<file path="config.mk">
export PLATFORM = sky130hd
export DESIGN_NAME = alu_cmd_unit
export DESIGN_NICKNAME = d
export VERILOG_FILES = /design/src/rtl/alu_pkg.sv /design/src/rtl/alu_cmd_unit_sat_counter.sv /design/src/rtl/alu_cmd_unit.sv
export SDC_FILE = /design/constraint.sdc
export NUM_CORES = 1
export LEC_CHECK = 0
export CAP_MARGIN = 15
export CORE_UTILIZATION = 37
export CTS_CLUSTER_SIZE = 12
export DETAILED_ROUTE_END_ITERATION = 7
export PLACE_DENSITY = 0.76
export SKIP_CTS_REPAIR_TIMING = 1
export SYNTH_ARGS = -nofsm -noshare
export SYNTH_HDL_FRONTEND = slang
export SYNTH_SLANG_ARGS = --single-unit
</file>
<file path="constraint.sdc">
create_clock -name clk -period 1.6 [get_ports clk]
set_input_delay 0.32 -clock clk [delete_from_list [all_inputs] [get_ports clk]]
set_output_delay 0.32 -clock clk [all_outputs]
set_load 0.02 [all_outputs]
</file>
<file path="src/rtl/alu_pkg.sv">
// alu_pkg
// Shared definitions for the ALU command unit: opcode constants, the
// invalid-opcode check and the control FSM state encoding.
package alu_pkg;

  localparam logic [2:0] OP_ADD  = 3'd0;
  localparam logic [2:0] OP_LESS = 3'd1;
  localparam logic [2:0] OP_EQ   = 3'd2;
  localparam logic [2:0] OP_OR   = 3'd3;
  localparam logic [2:0] OP_AND  = 3'd4;
  localparam logic [2:0] OP_NOT  = 3'd5;

  typedef enum logic [1:0] {
    ST_IDLE = 2'd0,
    ST_EXEC = 2'd1,
    ST_RESP = 2'd2
  } state_t;

  // Opcodes 6 and 7 have no ALU operation behind them.
  function automatic logic is_invalid_op(input logic [2:0] op);
    return (op > OP_NOT);
  endfunction

endpackage

</file>
<file path="src/rtl/alu_cmd_unit_sat_counter.sv">
// sat_counter
// 16-bit event counter that sticks at all-ones instead of wrapping.
//   clk      : rising-edge clock
//   i_clr    : synchronous clear, wins over i_inc
//   i_inc    : count one event this cycle
//   o_count  : current count
module sat_counter (
  input  logic        clk,
  input  logic        i_clr,
  input  logic        i_inc,
  output logic [15:0] o_count
);

  logic [15:0] r_count;

  always_ff @(posedge clk) begin
    if (i_clr) begin
      r_count <= '0;
    end else if (i_inc && (r_count != 16'hFFFF)) begin
      r_count <= r_count + 16'd1;
    end
  end

  assign o_count = r_count;

endmodule

</file>
<file path="src/rtl/alu_cmd_unit.sv">
// alu_cmd_unit
// Accepts one command at a time, hands opcode/operands to an external
// combinational ALU, captures its result after one cycle and offers it as a
// tagged response. Invalid opcodes return zero with the error flag set.
//   clk, rst                      : clock, synchronous active-high reset
//   cmd_valid/cmd_ready           : command handshake
//   cmd_opcode/cmd_a/cmd_b/cmd_tag: command fields
//   alu_opcode/alu_op_a/alu_op_b  : held operands to the external ALU
//   alu_result                    : external ALU result
//   rsp_valid/rsp_ready           : response handshake
//   rsp_result/rsp_tag/rsp_err    : response fields
//   op_count/err_count            : saturating response / error-response counts
//
// state | meaning
// IDLE  | ready for a command
// EXEC  | ALU evaluating the latched command (one cycle)
// RESP  | response offered, held until rsp_ready
module alu_cmd_unit
  import alu_pkg::*;
#(
  parameter int N     = 32,
  parameter int TAG_W = 4
) (
  input  logic             clk,
  input  logic             rst,
  input  logic             cmd_valid,
  output logic             cmd_ready,
  input  logic [2:0]       cmd_opcode,
  input  logic [N-1:0]     cmd_a,
  input  logic [N-1:0]     cmd_b,
  input  logic [TAG_W-1:0] cmd_tag,
  output logic [2:0]       alu_opcode,
  output logic [N-1:0]     alu_op_a,
  output logic [N-1:0]     alu_op_b,
  input  logic [N-1:0]     alu_result,
  output logic             rsp_valid,
  input  logic             rsp_ready,
  output logic [N-1:0]     rsp_result,
  output logic [TAG_W-1:0] rsp_tag,
  output logic             rsp_err,
  output logic [15:0]      op_count,
  output logic [15:0]      err_count
);

  state_t r_state;
  state_t w_state_nxt;

  logic             r_cmd_ready;
  logic             r_rsp_valid;
  logic             w_cmd_ready_nxt;
  logic             w_rsp_valid_nxt;
  logic [2:0]       r_alu_opcode;
  logic [N-1:0]     r_alu_op_a;
  logic [N-1:0]     r_alu_op_b;
  logic [TAG_W-1:0] r_tag;
  logic [N-1:0]     r_rsp_result;
  logic             r_rsp_err;

  logic w_accept;
  logic w_exec_done;
  logic w_rsp_fire;

  assign w_accept    = (r_state == ST_IDLE) && cmd_valid;
  assign w_exec_done = (r_state == ST_EXEC);
  assign w_rsp_fire  = r_rsp_valid && rsp_ready;

  always_ff @(posedge clk) begin
    if (rst) begin
      r_state <= ST_IDLE;
    end else begin
      r_state <= w_state_nxt;
    end
  end

  always_comb begin
    w_state_nxt = r_state;
    case (r_state)
      ST_IDLE: if (cmd_valid) w_state_nxt = ST_EXEC;
      ST_EXEC: w_state_nxt = ST_RESP;
      ST_RESP: if (rsp_ready) w_state_nxt = ST_IDLE;
      default: w_state_nxt = ST_IDLE;
    endcase
  end

  // Handshake outputs are registered, so they are decoded from the next state.
  always_comb begin
    w_cmd_ready_nxt = 1'b0;
    w_rsp_valid_nxt = 1'b0;
    case (w_state_nxt)
      ST_IDLE: w_cmd_ready_nxt = 1'b1;
      ST_RESP: w_rsp_valid_nxt = 1'b1;
      default: ;
    endcase
  end

  always_ff @(posedge clk) begin
    if (rst) begin
      r_cmd_ready <= 1'b1;
      r_rsp_valid <= 1'b0;
    end else begin
      r_cmd_ready <= w_cmd_ready_nxt;
      r_rsp_valid <= w_rsp_valid_nxt;
    end
  end

  always_ff @(posedge clk) begin
    if (rst) begin
      r_alu_opcode <= '0;
      r_alu_op_a   <= '0;
      r_alu_op_b   <= '0;
      r_tag        <= '0;
      r_rsp_result <= '0;
      r_rsp_err    <= 1'b0;
    end else begin
      if (w_accept) begin
        r_alu_opcode <= cmd_opcode;
        r_alu_op_a   <= cmd_a;
        r_alu_op_b   <= cmd_b;
        r_tag        <= cmd_tag;
      end
      if (w_exec_done) begin
        if (is_invalid_op(r_alu_opcode)) begin
          r_rsp_result <= '0;
          r_rsp_err    <= 1'b1;
        end else begin
          r_rsp_result <= alu_result;
          r_rsp_err    <= 1'b0;
        end
      end
    end
  end

  sat_counter u_op_cnt (
    .clk     (clk),
    .i_clr   (rst),
    .i_inc   (w_rsp_fire),
    .o_count (op_count)
  );

  sat_counter u_err_cnt (
    .clk     (clk),
    .i_clr   (rst),
    .i_inc   (w_rsp_fire && r_rsp_err),
    .o_count (err_count)
  );

  assign cmd_ready  = r_cmd_ready;
  assign rsp_valid  = r_rsp_valid;
  assign alu_opcode = r_alu_opcode;
  assign alu_op_a   = r_alu_op_a;
  assign alu_op_b   = r_alu_op_b;
  assign rsp_result = r_rsp_result;
  assign rsp_tag    = r_tag;
  assign rsp_err    = r_rsp_err;

endmodule

</file>
==> impl_metrics.py <==
metrics = {
    "logic_synthesis": {
        "ys_ff_latch": 140,
        "yosysWarnings": 0,
        "netlist_area_mm2": 0.00530,
        "synth-seq-area-share_pct": 52.9,
        "syn-num-nets": 741,
        "syn_area_per_cell_um2": 8.38,
        "synthXorXnorAreaFrac_pct": 0.165,
        "synth_top_area_share_pct": 52.9,
        "synth_cells": 632,
        "synth_simple_gate_area_share_pct": 24.1,
        "synth_top_family_by_area": "simple AND/OR/NAND/NOR gates",
        "synthMuxAreaShare_pct": 1.89,
        "synth.distinct_cells": 39,
        "synth-adder-area-share_pct": 0.472,
        "yosysTopAreaCell": "dfxtp_1",
        "synthTopCellsByArea": "dfxtp_1 53%, nand2_1 11%, a21oi_1 9.0%, a22oi_1 4.5%, nor2_1 3.5%",
        "synth_compound_area_share_pct": 16.8,
    },
    "drt": {
        "via_per_inst": 5.04,
        "dr.first_iter.drc_count": 356,
        "routedWlPerCell_um": 15.7,
        "vias": 5619,
        "ant_nets": 0,
        "wirelength_mm": 17.5,
        "dr.pass1.iters": 4,
        "drc": 0,
    },
    "sta": {
        "finalHoldViolCount": 0,
        "fmax_ghz": 0.592,
        "post-route-period-util_pct": 105,
        "finalSetupViolCount": 16,
        "drv_slew": 0,
        "fin_crit_ns": 1.69,
        "relSlewSlack_pct": 64.7,
        "timing.final.ws_setup_ns": -0.0878,
        "fin_worst_skew_ns": 0.00774,
        "fin_tns_setup_ns": -0.597,
        "tightest_slew_ns": 0.529,
        "rsz0062_at_grt": "true",
    },
    "final_layout": {
        "postLayoutCellArea_mm2": 0.00973,
        "syn2layout_area_growth_pct": 83.6,
        "final_common_cell": "nand2_1",
        "layout_common_cells": "152 x nand2_1, 139 x dlymetal6s2s_1, 111 x dfxtp_1",
        "drive_above_1_share_pct": 18.7,
        "diodes": 0,
        "nFillCells": 1025,
        "nets": 1031,
    },
    "placed_design": {
        "place_congestion": 0.805,
        "dpl-instance-area_mm2": 0.00849,
        "hpwl_mm": 11.1,
        "port_buffers": 244,
    },
    "setup_path": {
        "arrival_ns": 2.03,
        "cp_num_buf_inv": 0,
        "path_max_fanout": 5,
        "crit_path_start_kind": "register",
        "end_kind": "register",
        "critPathSlowestCell": "or4_4",
        "cp.required_ns": 1.94,
        "worst_path_dominant_cell_family": "simple AND/OR/NAND/NOR gates",
        "cp_cell_sequence": "nand4_1 -> or3_4 -> or4_4 -> a21oi_2",
        "slowest_delay_ns": 0.51,
        "path_class": "register to register",
    },
    "die": {
        "num_rows": 43,
        "dieHeight_um": 122,
        "die-area_mm2": 0.0148,
        "initial_core_util_pct": 38.0,
        "die_w_um": 122,
        "core_area_mm2": 0.0139,
        "io_pins": 245,
    },
    "power_and_ir_drop": {
        "leakage_uw": 0.00581,
        "internal_power_uw": 6920,
        "pwr-share-seq_pct": 40.6,
        "switchingPower_uw": 2230,
        "pwr-share-comb_pct": 13.9,
        "cellPowerDensity_mw_per_mm2": 940,
        "clkPwrFrac_pct": 45.6,
        "p_sw_share_pct": 24.3,
        "peakVddDrop_v": 0.000734,
    },
    "clocking": {
        "clk-insertion-delay-late_ns": 0.42,
        "path_clk_slew_ns": 0.06,
        "htree_num_levels": 4,
        "cts.path.max_buffers": 2,
        "cts.sinks": 140,
        "ctsRootBufferMaster": "clkbuf_16",
        "cts_tree": "built",
        "cts_buffers": 17,
    },
    "global_route": {
        "first_global_vias": 5158,
        "antenna_found_initial": 0,
        "grt_pass1_wl_mm": 25.1,
        "grt_max_degree": 55,
        "gr-total-overflow": 0,
        "grt_use_total_pct": 21.9,
    },
    "min_path": {
        "hold_path_class": "input port to register",
    },
    "run": {
        "cap_violations": 0,
    },
    "status": {
        "status": "complete, but fails checks",
        "violations": "negative setup slack",
    },
}
-- cell type report --
cell class | count | area, um2 | area share [%]
Multi-Input combinational cell | 443 | 2550 | 26.2
Inverter | 6 | 22.5 | 0.231
Sequential cell | 140 | 2870 | 29.5
Clock buffer | 24 | 536 | 5.50
Clock inverter | 8 | 100 | 1.03
Timing Repair Buffer | 314 | 3430 | 35.2
Tap cell | 180 | 225 | 2.31
-- flip-flops by register name, indices dropped and copies added, names as in the netlist --
name,flops
r_state,2
alu_op_b,32
alu_op_a,32
alu_opcode,3
cmd_ready,1
rsp_tag,4
rsp_valid,1
rsp_result,32
rsp_err,1
u_op_cnt.o_count,16
u_err_cnt.o_count,16
-- worst reg2reg max path, delay by kind of cell (launching register included) --
kind,cells,cell delay [ns]
AO/OA/AOI/OAI,1,0.15
flip-flops,1,0.37
AND/OR/NAND/NOR,3,1.09
-- final timing paths --
kind / from / end / slack [ns] / cells after the start
max: u_err_cnt.o_count[1]$_SDFFE_PP0P_ / u_err_cnt.o_count[13]$_SDFFE_PP0P_ / -0.09 / 4
max reg2reg: u_err_cnt.o_count[1]$_SDFFE_PP0P_ / u_err_cnt.o_count[13]$_SDFFE_PP0P_ / -0.09 / 4
min reg2reg: alu_op_b[8]$_SDFFE_PP0P_ / alu_op_b[8]$_SDFFE_PP0P_ / 0.45 / 2
min: rsp_ready / rsp_valid$_SDFF_PP0_ / 0.33 / 4
-- layer usage --
metal	share of wire [%]	routed length, um	global-route usage, %	vias up
met5	0	0	0	-
met4	2.4	424	9.88	0
li1	-	-	-	2773
met1	39	6900	25.1	2646
met3	6.0	1040	7.12	30
met2	52	9120	37.0	170
-- power groups by stage --
stage	logic [uW]	clock network, uW	registers [uW]
after floorplan	353	0	3990
after global placement	1280	0	3790
after detailed placement	1290	0	3790
after CTS	1300	4230	3720
after global routing	1360	4390	3730
final	1270	4170	3710
-- stage by stage --
step | setup slack (ns) | utilization (%) | std cells | hold WS [ns] | total power, uW
after global placement | -0.546 | 60.9 | 1074 | 0.441 | 5070
after floorplan | -0.0790 | - | 632 | 0.456 | 4340
after CTS | -0.257 | 65.5 | 1106 | 0.338 | 9250
final | -0.0878 | 69.8 | 1115 | 0.329 | 9150
after detailed placement | -0.615 | 60.9 | 1074 | 0.446 | 5080
after global routing | -0.147 | 69.8 | 1115 | 0.355 | 9480
-- Yosys cell counts --
| cell type | instances |
|---|---|
| mux2_1 | 5 |
| o31ai_1 | 14 |
| nor4b_2 | 1 |
| nand3b_1 | 1 |
| nand3_1 | 8 |
| a22oi_1 | 32 |
| xnor2_1 | 1 |
| or3_1 | 8 |
| inv_1 | 6 |
| nor4_4 | 1 |
| buf_1 | 3 |
| and3_1 | 2 |
| or4_1 | 13 |
| or2_0 | 1 |
| clkbuf_1 | 38 |
| ha_1 | 2 |
| nand2b_1 | 1 |
| nor3_1 | 4 |
| nor4b_1 | 3 |
| nand3_2 | 1 |
| nor4_2 | 1 |
| nand2_1 | 154 |
| a21oi_1 | 95 |
| nor4_1 | 3 |
| o41ai_1 | 1 |
| nor3b_1 | 1 |
| o21ai_0 | 6 |
| mux2i_1 | 1 |
| and2_1 | 4 |
| o21a_1 | 2 |
| nand4_1 | 11 |
| o2111ai_1 | 1 |
| mux2_2 | 3 |
| o311ai_0 | 1 |
| buf_2 | 3 |
| and4_1 | 2 |
| dfxtp_1 | 140 |
| nor2b_1 | 8 |
| nor2_1 | 50 |
-- logic make-up (layout without fill, tap and decap cells) --
logic type      Yosys count  in the layout
flops                   140            140
fa+ha+maj                 2              2
xor+xnor                  1              1
buf+inv                  50            352
mux                       9              9
simple gates            278            279
compound gates          152            152
(Power assumes the default switching activity.)
